## src/rtl/ff_de_rr_arbiter_pkg.sv

```systemverilog
// Shared definitions for the round-robin D/De write arbiter:
// FSM state encoding and a constant clog2 helper for index widths.
package ff_de_rr_arbiter_pkg;

    typedef enum logic [1:0] {
        ST_IDLE  = 2'b00,
        ST_WRITE = 2'b01,
        ST_WAIT  = 2'b10
    } state_e;

    function automatic int clog2(input int n);
        int r;
        r = 0;
        for (int i = 0; i < 32; i++) begin
            if ((1 << i) < n) begin
                r = i + 1;
            end
        end
        return r;
    endfunction

endpackage

```

## src/rtl/ff_de_rr_arbiter_rr_pick.sv

```systemverilog
// Combinational round-robin picker: rotate requests down by the pointer,
// take the lowest set bit, then rotate the index back up.
module rr_pick #(
    parameter int N  = 4,
    parameter int PW = 2
) (
    input  logic [N-1:0]  req_i,
    input  logic [PW-1:0] ptr_i,
    output logic [PW-1:0] winner_o,
    output logic          valid_o
);

    logic [2*N-1:0] dbl;
    logic [N-1:0]   rot;
    int             enc;
    int             sum;

    // Rotate, priority-encode from bit 0 upward, rotate back modulo N.
    always_comb begin
        dbl = {req_i, req_i};
        dbl = dbl >> ptr_i;
        rot = dbl[N-1:0];
        enc = 0;
        for (int i = N - 1; i >= 0; i--) begin
            if (rot[i]) begin
                enc = i;
            end
        end
        sum = enc + int'(ptr_i);
        if (sum >= N) begin
            sum = sum - N;
        end
        winner_o = PW'(sum);
        valid_o  = |req_i;
    end

endmodule

```

## src/rtl/ff_de_rr_arbiter.sv

```systemverilog
// Round-robin arbiter that is the sole driver of a shared enabled register:
// one-cycle De pulse per write, then a fixed idle gap before the next one.
module ff_de_rr_arbiter
    import ff_de_rr_arbiter_pkg::*;
#(
    parameter int N_REQ  = 4,
    parameter int DATA_W = 1,
    parameter int GAP    = 2
) (
    input  logic                      Clk,
    input  logic                      Reset,
    input  logic [N_REQ-1:0]          Req,
    input  logic [N_REQ*DATA_W-1:0]   D_in,
    output logic [DATA_W-1:0]         D_out,
    output logic                      De_out,
    output logic [N_REQ-1:0]          Gnt,
    output logic [N_REQ-1:0]          Ack,
    output logic                      Busy,
    output logic [clog2(N_REQ)-1:0]   Last_id
);

    localparam int PW = clog2(N_REQ);

    state_e             state_q;
    logic [PW-1:0]      ptr_q;
    logic [PW-1:0]      ptr_d;
    logic [3:0]         cnt_q;
    logic [DATA_W-1:0]  dout_q;
    logic               de_q;
    logic [N_REQ-1:0]   gnt_q;
    logic               busy_q;
    logic [PW-1:0]      last_q;

    logic [PW-1:0]      win;
    logic               win_vld;

    rr_pick #(
        .N  (N_REQ),
        .PW (PW)
    ) u_pick (
        .req_i    (Req),
        .ptr_i    (ptr_q),
        .winner_o (win),
        .valid_o  (win_vld)
    );

    // Pointer moves to the slot just after the winner, wrapping at N_REQ.
    always_comb begin
        ptr_d = win + 1'b1;
        if (win == PW'(N_REQ - 1)) begin
            ptr_d = '0;
        end
    end

    // FSM, gap counter and all registered outputs.
    always_ff @(posedge Clk or posedge Reset) begin
        if (Reset) begin
            state_q <= ST_IDLE;
            ptr_q   <= '0;
            cnt_q   <= '0;
            dout_q  <= '0;
            de_q    <= 1'b0;
            gnt_q   <= '0;
            busy_q  <= 1'b0;
            last_q  <= '0;
        end else begin
            case (state_q)
                ST_IDLE: begin
                    if (win_vld) begin
                        dout_q  <= D_in[win*DATA_W +: DATA_W];
                        de_q    <= 1'b1;
                        gnt_q   <= N_REQ'(1) << win;
                        last_q  <= win;
                        ptr_q   <= ptr_d;
                        busy_q  <= 1'b1;
                        state_q <= ST_WRITE;
                    end
                end
                ST_WRITE: begin
                    de_q  <= 1'b0;
                    gnt_q <= '0;
                    if (GAP == 0) begin
                        busy_q  <= 1'b0;
                        state_q <= ST_IDLE;
                    end else begin
                        cnt_q   <= 4'(GAP - 1);
                        state_q <= ST_WAIT;
                    end
                end
                ST_WAIT: begin
                    if (cnt_q == 4'd0) begin
                        busy_q  <= 1'b0;
                        state_q <= ST_IDLE;
                    end else begin
                        cnt_q <= cnt_q - 4'd1;
                    end
                end
                default: begin
                    de_q    <= 1'b0;
                    gnt_q   <= '0;
                    busy_q  <= 1'b0;
                    state_q <= ST_IDLE;
                end
            endcase
        end
    end

    assign D_out   = dout_q;
    assign De_out  = de_q;
    assign Gnt     = gnt_q;
    assign Ack     = gnt_q;
    assign Busy    = busy_q;
    assign Last_id = last_q;

endmodule

```

## config.mk

```make
export PLATFORM = sky130hd
export DESIGN_NAME = ff_de_rr_arbiter
export DESIGN_NICKNAME = d
export VERILOG_FILES = /design/src/rtl/ff_de_rr_arbiter_pkg.sv /design/src/rtl/ff_de_rr_arbiter_rr_pick.sv /design/src/rtl/ff_de_rr_arbiter.sv
export SDC_FILE = /design/constraint.sdc
export NUM_CORES = 1
export LEC_CHECK = 0
export BUFFER_PORTS_ARGS = -buffer_cell sky130_fd_sc_hd__buf_2
export CORE_ASPECT_RATIO = 1.25
export CORE_UTILIZATION = 60
export DETAILED_ROUTE_END_ITERATION = 6
export GPL_TIMING_DRIVEN = 0
export PLACE_DENSITY = 0.8
export SYNTH_ARGS = -nofsm -noshare
export SYNTH_HDL_FRONTEND = slang
export SYNTH_HIERARCHICAL = 1
export SYNTH_SLANG_ARGS = --single-unit
```

## constraint.sdc

```tcl
create_clock -name Clk -period 11.8 [get_ports Clk]
set_input_delay 1.18 -clock Clk [delete_from_list [all_inputs] [get_ports Clk]]
set_output_delay 1.18 -clock Clk [all_outputs]
set_load 0.03 [all_outputs]
```

==> results of run 1 <==
==> final timing paths <==
kind	from	end	slack [ns]	cells after the start
min	De_out	De_out	0.47	1
min reg2reg	De_out	De_out	0.47	1
max	Req[1]	ptr_q[20]	4.21	24
max reg2reg	ptr_q[22]	ptr_q[20]	4.31	20
max in group asynchronous	Reset	ptr_q[12]	10.56	3
min in group asynchronous	Reset	Last_id[29]	0.92	3
==> synth_stat cells (all sizes together) (2+ instances only) <==
library cell	instances	area (um2)
mux2i	6	60.06
and2b	2	17.52
or3	3	25.03
and3	10	65.06
a21o	2	15.01
or4	9	78.83
a211oi	2	15.01
o2111ai	2	23.77
nand4	31	215.2
a21boi	2	15.01
buf	10	81.33
dfrtp	77	1927
nand3	30	150.1
a31o	2	17.52
and4	6	53.80
ha	6	75.07
nand3b	3	22.52
o22ai	3	25.02
and2	4	26.28
nand2	163	619.3
inv	19	71.32
clkbuf	27	142.6
nor3	32	175.2
or2	5	31.28
a21oi	15	75.07
xor2	41	359.1
nor2	48	180.2
nor2b	2	12.51
o31ai	3	50.05
xnor2	42	367.9
and4b	2	22.52
o21ai	44	224.0
nor3b	3	22.52
a32o	5	50.05
nor4	27	214.0
==> stage by stage <==
stage               utilization [%]  area, um2  power (mW)  hold WS (ns)  setup slack (ns)
finish                        70.31       6450       1.576        0.4699             4.213
floorplan                         -       5677       1.028        0.4480             5.449
detailed placement            66.72       6121       1.252        0.4580             3.946
CTS                           70.31       6450       1.569        0.4754             4.249
global route                  70.31       6450       1.678        0.4958             3.946
global placement              66.39       6091       1.230        0.4560             4.130
==> layout by cell type (no fill, tap or decap), types with 8 or more instances in the layout <==
cell type / count
clkbuf_1: 23
xor2_1: 41
nand2_1: 162
xnor2_1: 42
a21oi_1: 15
buf_2: 54
inv_1: 18
and3_1: 8
nand4_1: 29
nor3_1: 29
dfrtp_1: 77
nor2_1: 48
clkbuf_16: 9
nor4_1: 24
nand3_1: 30
o21ai_0: 41
==> critical path, stage by stage <==
cell       delay (ns)
buf_2            0.11
mux2i_1          0.18
nor2_1           0.07
nand2_1          0.06
o21ai_0          0.16
a21oi_1          0.20
nor2b_1          0.05
o21ai_0          0.18
and2_1           0.16
ha_1             0.20
fa_1             0.25
nand4_1          0.31
nor4_1           1.05
xnor2_1          0.29
o2111ai_2        0.18
or3_4            0.41
or4_4            0.60
nand2_4          0.14
o311a_1          0.17
xor2_1           0.18
nor4_1           0.53
nand4_1          0.34
o31ai_4          0.57
o21ai_0          0.18
==> per-layer routing <==
layer	track usage (%)	vias up
met5	0	-
met4	15.03	0
met3	5.436	33
met2	54.10	200
met1	47.33	2584
li1	-	2582
==> layout make-up <==
type,count,area share (%)
multi-input cells,569,53.56
clock buffers,10,3.550
plain buffers,37,3.472
clock inverters,5,1.552
well taps,123,2.386
repair buffers,53,4.462
inverters,19,1.145
flip-flops and latches,77,29.87
==> flip-flops by register name, indices dropped and copies added (netlist names) <==
register,cells
Busy,1
Ack,4
state_q,2
ptr_q,32
De_out,1
Last_id,32
cnt_q,4
D_out,1
==> power breakdown <==
part	leakage, nW	switching (mW)	total, mW	internal [mW]
clock	0.162	0.102	0.306	0.205
combinational	1.59	0.567	0.830	0.263
sequential	1.00	0.0892	0.440	0.351
total	2.76	0.758	1.58	0.818
==> cell families (layout without fill, tap and decap cells) <==
logic type / count (synthesis) / in the layout / synth area share, %
buffers and inverters: 56 / 124 / 5.202
XOR/XNOR: 83 / 83 / 12.81
flip-flops: 77 / 77 / 33.94
AND/OR/NAND/NOR: 383 / 383 / 34.47
multiplexers: 8 / 8 / 1.653
adder cells (fa/ha/maj): 7 / 7 / 1.675
AO/OA/AOI/OAI: 88 / 88 / 10.25
==> summary.md, run 1 <==
| Metric | Value |
|---|---|
| Status | `finished clean` |
| Footprint of the multi-input gates | `3455 um2` |
| Slew margin rel. | `20.62%` |
| Number of synthesized flops with an enable pin | `0` |
| Post-cts resize count | `0` |
| DPL Wire Length | `12000 um` |
| Clk buf depth | `2` |
| Syn. warnings | `6` |
| CTS sink count | `77` |
| Worst skew pair latency | `0.33 ns` |
| Synth Register Bits | `77` |
| H-tree depth | `3` |
| Final nets | `783` |
| Height of the die | `110.8 um` |
| Crit end category | `flip-flop` |
| CTS buffer count | `9` |
| Die area | `9857 um2` |
| Clock Skew | `0.007862 ns` |
| Starting Density | `61.88%` |
| Residual DRC | `0` |
| Synth cell types | `71` |
| Sequential area share after synthesis | `33.94%` |
| Worst slew pin tran | `1.180 ns` |
| Finished Layout Cells | `893` |
| CP startpoint kind | `primary input` |
| DR iter-0 viols | `387` |
| Dpl cells | `878` |
| WL/cell | `17.86 um` |
| Max Fclk | `131.8 MHz` |
| Ys async rst share | `100.0%` |
| Core area | `9174 um2` |
| CTS tree | `yes` |
| First-pass GRT wire length | `26040 um` |
| Critical Path RT | `11.99 ns` |
| I/O Pins | `53` |
| Vias in the first global route | `5250` |
| Fraction of layout cells with a size suffix above 1 | `15.71%` |
| Routed wl met3 | `1002 um` |
| Die width | `89 um` |
| Row count | `39` |
| Final-report hold violation count | `0` |
| # Post-CTS Setup Buffers | `0` |
| Hold buffer count at cts | `0` |
| Peak supply drop | `0.1669 mV` |
| Largest net degree at the start of global routing | `78` |
| Kind of critical path | `primary input to flip-flop` |
| Vias per cell | `6.046` |
| Setup TNS | `0 ns` |
| Syn_nets | `719` |
| Final setup viols | `0` |
| Max-cap violations | `0` |
| Arrival @ worst endpoint | `7.78 ns` |
| RSZ-0062 raised after global routing | `no` |
| Pwr/cell area | `244.3 nW/um2` |
| Leakage dissipation | `2.759 nW` |
| Reg area | `1927 um2` |
| Fill cells | `794` |
| Hold Crit Class | `flip-flop to flip-flop` |
| Worst-path fanout max | `10` |
| Clock slew at reported path FFs | `0.06 ns` |
| Post-route minimum period | `7.587 ns` |
| First-pass DRT Iterations | `5` |
| Port bufs | `52` |
| Syn avg cell area | `8.086 um2` |
| Initial antenna violation count | `0` |
| Post-route ant nets | `0` |
| Met2 wire length | `7493 um` |
| Cells after Synth | `702` |
| Antenna cell count | `0` |
| Ys flop type | `dfrtp_1` |
| Uppermost layer routed | `met4` |
| Slew Limit Fails | `0` |
| CTS root buffer | `clkbuf_16` |
| Drt total wl | `15950 um` |
| DRT met1 WL | `6866 um` |
| Synthesized cell area | `5677 um2` |
| Total gr overflow | `0` |
| Layout area overhead | `13.62%` |
| Total number of vias | `5399` |
| Routability cong. | `0.9571` |
| Final Cycle Share | `64.30%` |
| Global Route Usage Sum | `34.64%` |
No activity file was read; power rests on OpenSTA's default activity.
==> inputs of run 2 (changes only) <==
- ABC_AREA: unset -> 1
- CORE_UTILIZATION: 60 -> 56
- PLACE_DENSITY: 0.8 -> 0.78
- clock period: 11.8 -> 6.7 ns (I/O delays scaled with it)
==> summary.md, run 2 <==
| Metric | Value |
|---|---|
| R2R depth | `34 (+70%)` |
| CTS sink count | `77 (unchanged)` |
| Synthesized cell area | `6932 um2 (+22%)` |
| Ys async rst share | `100.0% (unchanged)` |
| Cells after Synth | `1176 (+68%)` |
| Worst slew pin tran | `0.5910 ns (-0.5888 ns)` |
| Port bufs | `52 (unchanged)` |
| Syn_nets | `1193 (+66%)` |
| Drt total wl | `22580 um (+42%)` |
| Most common library cells after synthesis | `481 x nand2_1, 145 x nor2_1, 121 x inv_1, 118 x nand3_1, 77 x dfrtp_1` |
| Peak per-stage delay on the critical path | `0.45 ns (-0.60 ns)` |
| Layout area overhead | `11.95%` |
| Top-count cell post-synth | `nand2_1` |
| Residual DRC | `0 (unchanged)` |
| Synth Register Bits | `77 (unchanged)` |
| Crit end category | `flip-flop` |
| Global Route Usage Sum | `36.75% (+2.1 points)` |
| Die width | `101.5 um (+14%)` |
| Total number of vias | `7829 (+45%)` |
| Number of synthesized flops with an enable pin | `0 (unchanged)` |
| Most frequent cells in the layout | `481 x nand2_1, 145 x nor2_1, 120 x inv_1` |
| Final Cycle Share | `89.32%` |
| Core area | `12110 um2 (+32%)` |
| Max-cap violations | `0 (unchanged)` |
| Routability cong. | `0.9779 (+2.2%)` |
| Slew Limit Fails | `0 (unchanged)` |
| WL/cell | `16.03 um (-10%)` |
| Row count | `45 (+15%)` |
| Worst skew pair latency | `0.34 ns (about the same)` |
| Hold buffer count at cts | `0 (unchanged)` |
| Peak supply drop | `0.3371 mV (+100%)` |
| Cell mode on critical path | `nand2_1` |
| Critical-path top delay cell | `nor2_1` |
| Commonest non-fill, non-tap cell in the layout | `nand2_1` |
| Post-cts resize count | `0 (unchanged)` |
| Clock slew at reported path FFs | `0.07 ns (about the same)` |
| Place WS | `0.9234 ns (-3.023 ns)` |
| CTS root buffer | `clkbuf_16` |
| Syn avg cell area | `5.894 um2 (-27%)` |
| Top-area cell type share of the netlist area | `27.80% (-6.1 points)` |
| DRT met1 WL | `9151 um (+33%)` |
| Final-report hold violation count | `0 (unchanged)` |
| Post-route minimum period | `5.985 ns` |
| Clock Skew | `0.009482 ns (+0.001621 ns)` |
| Syn. warnings | `6 (unchanged)` |
| Slew margin rel. | `60.30% (+40 points)` |
| Ys flop type | `dfrtp_1` |
| Uppermost layer routed | `met4` |
| Total power | `4.458 mW (+180%)` |
| RR Endpoint | `ptr_q[25]` |
| Fill cells | `1207 (+52%)` |
| Post-route ant nets | `0 (unchanged)` |
| Yosys top cell by area | `dfrtp_1` |
| Final nets | `1257 (+61%)` |
| Crit. Startpoint | `ptr_q[28]` |
| I/O Pins | `53 (unchanged)` |
| CTS tree | `yes` |
| Pwr/cell area | `574.5 nW/um2 (+140%)` |
| Synth cell types | `36 (-49%)` |
| Hold Crit Class | `primary input to async pin` |
| Antenna cell count | `0 (unchanged)` |
| Critical Path RT | `6.93 ns (-5.06 ns)` |
| Reg2reg setup slack | `0.72 ns (-3.59 ns)` |
| Vias in the first global route | `7044 (+34%)` |
| Critical path destination | `ptr_q[25]` |
| Final setup viols | `0 (unchanged)` |
| H-tree depth | `3 (unchanged)` |
| Setup TNS | `0 ns (unchanged)` |
| CP startpoint kind | `flip-flop` |
| Max Fclk | `167.1 MHz` |
| # Post-CTS Setup Buffers | `0 (unchanged)` |
| Fraction of layout cells with a size suffix above 1 | `12.85% (-2.9 points)` |
| Height of the die | `126.4 um (+14%)` |
| Status | `finished clean` |
| RSZ-0062 raised after global routing | `no` |
| Largest net degree at the start of global routing | `61 (-22%)` |
| Die area | `12830 um2 (+30%)` |
| CTS buffer count | `9 (unchanged)` |
| Arrival @ worst endpoint | `6.21 ns (-1.57 ns)` |
| First-pass GRT wire length | `35760 um (+37%)` |
| Final worst slack | `0.7153 ns (-3.497 ns)` |
| FF-to-FF Start | `ptr_q[28]` |
| Total gr overflow | `0 (unchanged)` |
| Sequential area share after synthesis | `27.80% (-6.1 points)` |
| First-pass DRT Iterations | `6 (+1)` |
| Kind of critical path | `flip-flop to flip-flop` |
| Worst-path fanout max | `10 (unchanged)` |
| DPL Wire Length | `18030 um (+50%)` |
| Top post-synthesis cells by area | `dfrtp_1 28%, nand2_1 26%, nand3_1 8.5%` |
| Fin util | `64.10% (-6.2 points)` |
| Initial antenna violation count | `0 (unchanged)` |
| Met2 wire length | `10390 um (+39%)` |
| DR iter-0 viols | `647 (+67%)` |
| Starting Density | `57.26% (-4.6 points)` |
| Routed wl met3 | `1404 um (+40%)` |
| Leakage dissipation | `4.059 nW (+47%)` |
| Clk buf depth | `2 (unchanged)` |
| Vias per cell | `5.556 (-8.1%)` |
run 2: report_power, final:
part	switching [mW]	internal [mW]	leakage (nW)
Combinational	2.20	0.858	2.88
Sequential	0.197	0.659	1.01
Clock	0.204	0.340	0.165
run 2: routing by layer:
layer,GRT usage (%),up-vias
met4,27.11,0
li1,-,3805
met5,0,-
met3,4.573,96
met2,58.74,362
met1,45.07,3566
run 2: layout make-up:
cell class,count,area [um2],share of cell area [%]
buffer,26,156.4,2.015
clock buffer,10,239.0,3.080
clock inverter,6,93.84,1.209
inverter,131,494.2,6.369
multi-input combinational,942,4357,56.14
sequential,77,1927,24.83
tap,164,205.2,2.644
timing repair buffer,53,287.8,3.708
run 2: cells by family (layout without fill, tap and decap cells):
kind of cell    count (synthesis)  count (layout)  synth area share (%)
compound gates                 70              70                 5.271
xor+xnor                       22              22                 2.780
fa+ha+maj                       7               7                 1.372
buf+inv                       157             226                 9.350
flops                          77              77                 27.80
simple gates                  843             843                 53.43
run 2: worst min-delay path by stage:
stage	startpoint	end	slack, ns	cells after the start
finish	Reset	Last_id[29]	0.26	2
global route	Reset	Last_id[29]	0.28	2
CTS	Reset	Last_id[29]	0.26	2
detailed placement	state_q[1]	Busy	0.43	1
global placement	state_q[1]	Busy	0.44	1
floorplan	state_q[1]	Busy	0.42	1
run 2: worst max-delay path, delay by kind of cell (launching register included):
| kind | cells | cell delay, ns |
|---|---|---|
| fa+ha+maj | 2 | 0.67 |
| compound gates | 2 | 0.23 |
| buf+inv | 3 | 0.46 |
| flops | 1 | 0.43 |
| simple gates | 27 | 4.05 |
run 2: stage by stage:
stage / std cells / instance area (um2) / hold slack [ns]
3_3_place_gp: 1392 / 7397 / 0.4358
4_1_cts: 1409 / 7760 / 0.2605
6_report: 1409 / 7760 / 0.2605
5_1_grt: 1409 / 7760 / 0.2782
2_1_floorplan: 1176 / 6932 / 0.4212
3_5_place_dp: 1393 / 7427 / 0.4338
==> inputs of run 3 (changes only) <==
- CELL_PAD_IN_SITES_DETAIL_PLACEMENT: unset -> 1
- CELL_PAD_IN_SITES_GLOBAL_PLACEMENT: unset -> 1
- CORE_UTILIZATION: 56 -> 39
- PLACE_DENSITY: 0.78 -> unset
- PLACE_DENSITY_LB_ADDON: unset -> 0.1
==> summary.md, run 3 (synthesis results as in run 2) <==
| Metric | Value |
|---|---|
| Pwr/cell area | `580.3 nW/um2 (+1.0%)` |
| Worst-path fanout max | `10 (unchanged)` |
| Drt total wl | `26430 um (+17%)` |
| Core area | `17430 um2 (+44%)` |
| Largest net degree at the start of global routing | `62 (+1.6%)` |
| Peak supply drop | `0.3009 mV (-11%)` |
| Routability cong. | `0.9012 (-7.8%)` |
| Worst slew pin tran | `0.6134 ns (+0.02234 ns)` |
| Worst skew pair latency | `0.35 ns (about the same)` |
| Max-cap violations | `0 (unchanged)` |
| CP startpoint kind | `flip-flop` |
| Height of the die | `151.1 um (+20%)` |
| H-tree depth | `3 (unchanged)` |
| Final setup viols | `0 (unchanged)` |
| Hold Crit Class | `primary input to async pin` |
| Total number of vias | `7760 (-0.88%)` |
| Kind of critical path | `flip-flop to flip-flop` |
| Layout area overhead | `12.69%` |
| Fill cells | `2499 (+110%)` |
| Total gr overflow | `0 (unchanged)` |
| Row count | `54 (+20%)` |
| Critical-path top delay cell | `dfrtp_1` |
| Residual DRC | `0 (unchanged)` |
| Arrival @ worst endpoint | `6.35 ns (+0.14 ns)` |
| Hold slack final | `0.2615 ns (+0.001029 ns)` |
| Leakage dissipation | `4.046 nW (-0.32%)` |
| Cell mode on critical path | `nand2_1` |
| DR iter-0 viols | `486 (-25%)` |
| Critical path buffers and inverters | `2 (-1)` |
| Total power | `4.533 mW (+1.7%)` |
| Footprint of the multi-input gates | `4359 um2 (about the same)` |
| Fraction of layout cells with a size suffix above 1 | `12.93% (+0.080 points)` |
| Status | `finished clean` |
| Initial antenna violation count | `0 (unchanged)` |
| Clk buf depth | `2 (unchanged)` |
| RSZ-0062 raised after global routing | `no` |
| Slew margin rel. | `58.80% (-1.5 points)` |
| Vias in the first global route | `7803 (+11%)` |
| Post-route minimum period | `6.103 ns (+0.1184 ns)` |
| DPL Wire Length | `21770 um (+21%)` |
| Final-report hold violation count | `0 (unchanged)` |
| CTS buffer count | `9 (unchanged)` |
| Port bufs | `52 (unchanged)` |
| Slew Limit Fails | `0 (unchanged)` |
| CTS sink count | `77 (unchanged)` |
| Peak per-stage delay on the critical path | `0.52 ns (+0.07 ns)` |
| Clock slew at reported path FFs | `0.07 ns (about the same)` |
| Place WS | `0.5168 ns (-0.4066 ns)` |
| WL/cell | `17.99 um (+12%)` |
| Setup TNS | `0 ns (unchanged)` |
| Final worst slack | `0.5970 ns (-0.1184 ns)` |
| First-pass GRT wire length | `41700 um (+17%)` |
| Global Route Usage Sum | `30.30% (-6.4 points)` |
| Antenna cell count | `0 (unchanged)` |
| Die width | `121.2 um (+19%)` |
| Hold buffer count at cts | `0 (unchanged)` |
| Post-route ant nets | `0 (unchanged)` |
| Critical Path RT | `6.94 ns (about the same)` |
| CTS root buffer | `clkbuf_16` |
| Reg area | `1927 um2 (unchanged)` |
| Max Fclk | `163.9 MHz (-1.9%)` |
| Crit end category | `flip-flop` |
| Cell family with most CP delay | `simple AND/OR/NAND/NOR gates` |
| First-pass DRT Iterations | `5 (-1)` |
| Die area | `18310 um2 (+43%)` |
| Clock Skew | `0.01159 ns (+0.002106 ns)` |
| Final nets | `1257 (unchanged)` |
| Starting Density | `39.76% (-17 points)` |
| Commonest non-fill, non-tap cell in the layout | `nand2_1` |
| Final Cycle Share | `91.09% (+1.8 points)` |
| I/O Pins | `53 (unchanged)` |
| Most frequent cells in the layout | `481 x nand2_1, 144 x nor2_1, 120 x inv_1` |
| CTS tree | `yes` |
| Vias per cell | `5.283 (-4.9%)` |
run 3: power by group:
part	switching, mW	total [mW]	internal, mW
registers	0.229	0.887	0.658
clock network	0.218	0.513	0.295
logic	2.27	3.13	0.858
total	2.72	4.53	1.81
run 3: cell type report:
cell class                 count  share of cell area [%]
timing repair buffer          53                   3.684
multi-input combinational    942                   55.81
clock inverter                 7                   1.041
tap                          224                   3.588
inverter                     131                   6.327
buffer                        26                   2.002
clock buffer                   9                   2.883
sequential                    77                   24.67
run 3: through the flow:
stage | util [%] | area, um2 | cells
after floorplan | - | 6932 | 1176
after global placement | 42.87 | 7472 | 1452
after detailed placement | 43.04 | 7502 | 1453
after CTS | 44.80 | 7809 | 1469
after global routing | 44.81 | 7811 | 1469
final | 44.81 | 7811 | 1469
run 3: worst paths after layout:
| kind | endpoint | startpoint | cells after the start | slack [ns] |
|---|---|---|---|---|
| max in group asynchronous | ptr_q[2] | Reset | 3 | 5.85 |
| worst min-delay path | Last_id[30] | Reset | 2 | 0.26 |
| worst max-delay path | ptr_q[30] | ptr_q[22] | 37 | 0.60 |
| worst min register to register | Busy | state_q[1] | 1 | 0.46 |
| worst max register to register | ptr_q[30] | ptr_q[22] | 37 | 0.60 |
| min in group Clk | Busy | state_q[1] | 1 | 0.46 |
run 3: timing repair:
| item | 4_1_cts | 5_1_grt |
|---|---|---|
| buffers inserted | 0 | 0 |
| gates resized for setup | 0 | 1 |
| endpoints found under the setup margin | 0 | 8 |
run 3: per-layer routing:
layer	part of all wire, %	wire length (um)	vias to the layer above	track usage [%]
li1	-	-	3806	-
met1	43	11250	3718	36.52
met2	48	12810	164	52.34
met3	3.1	826	72	2.937
met4	5.8	1545	0	17.84
met5	0	0	-	0
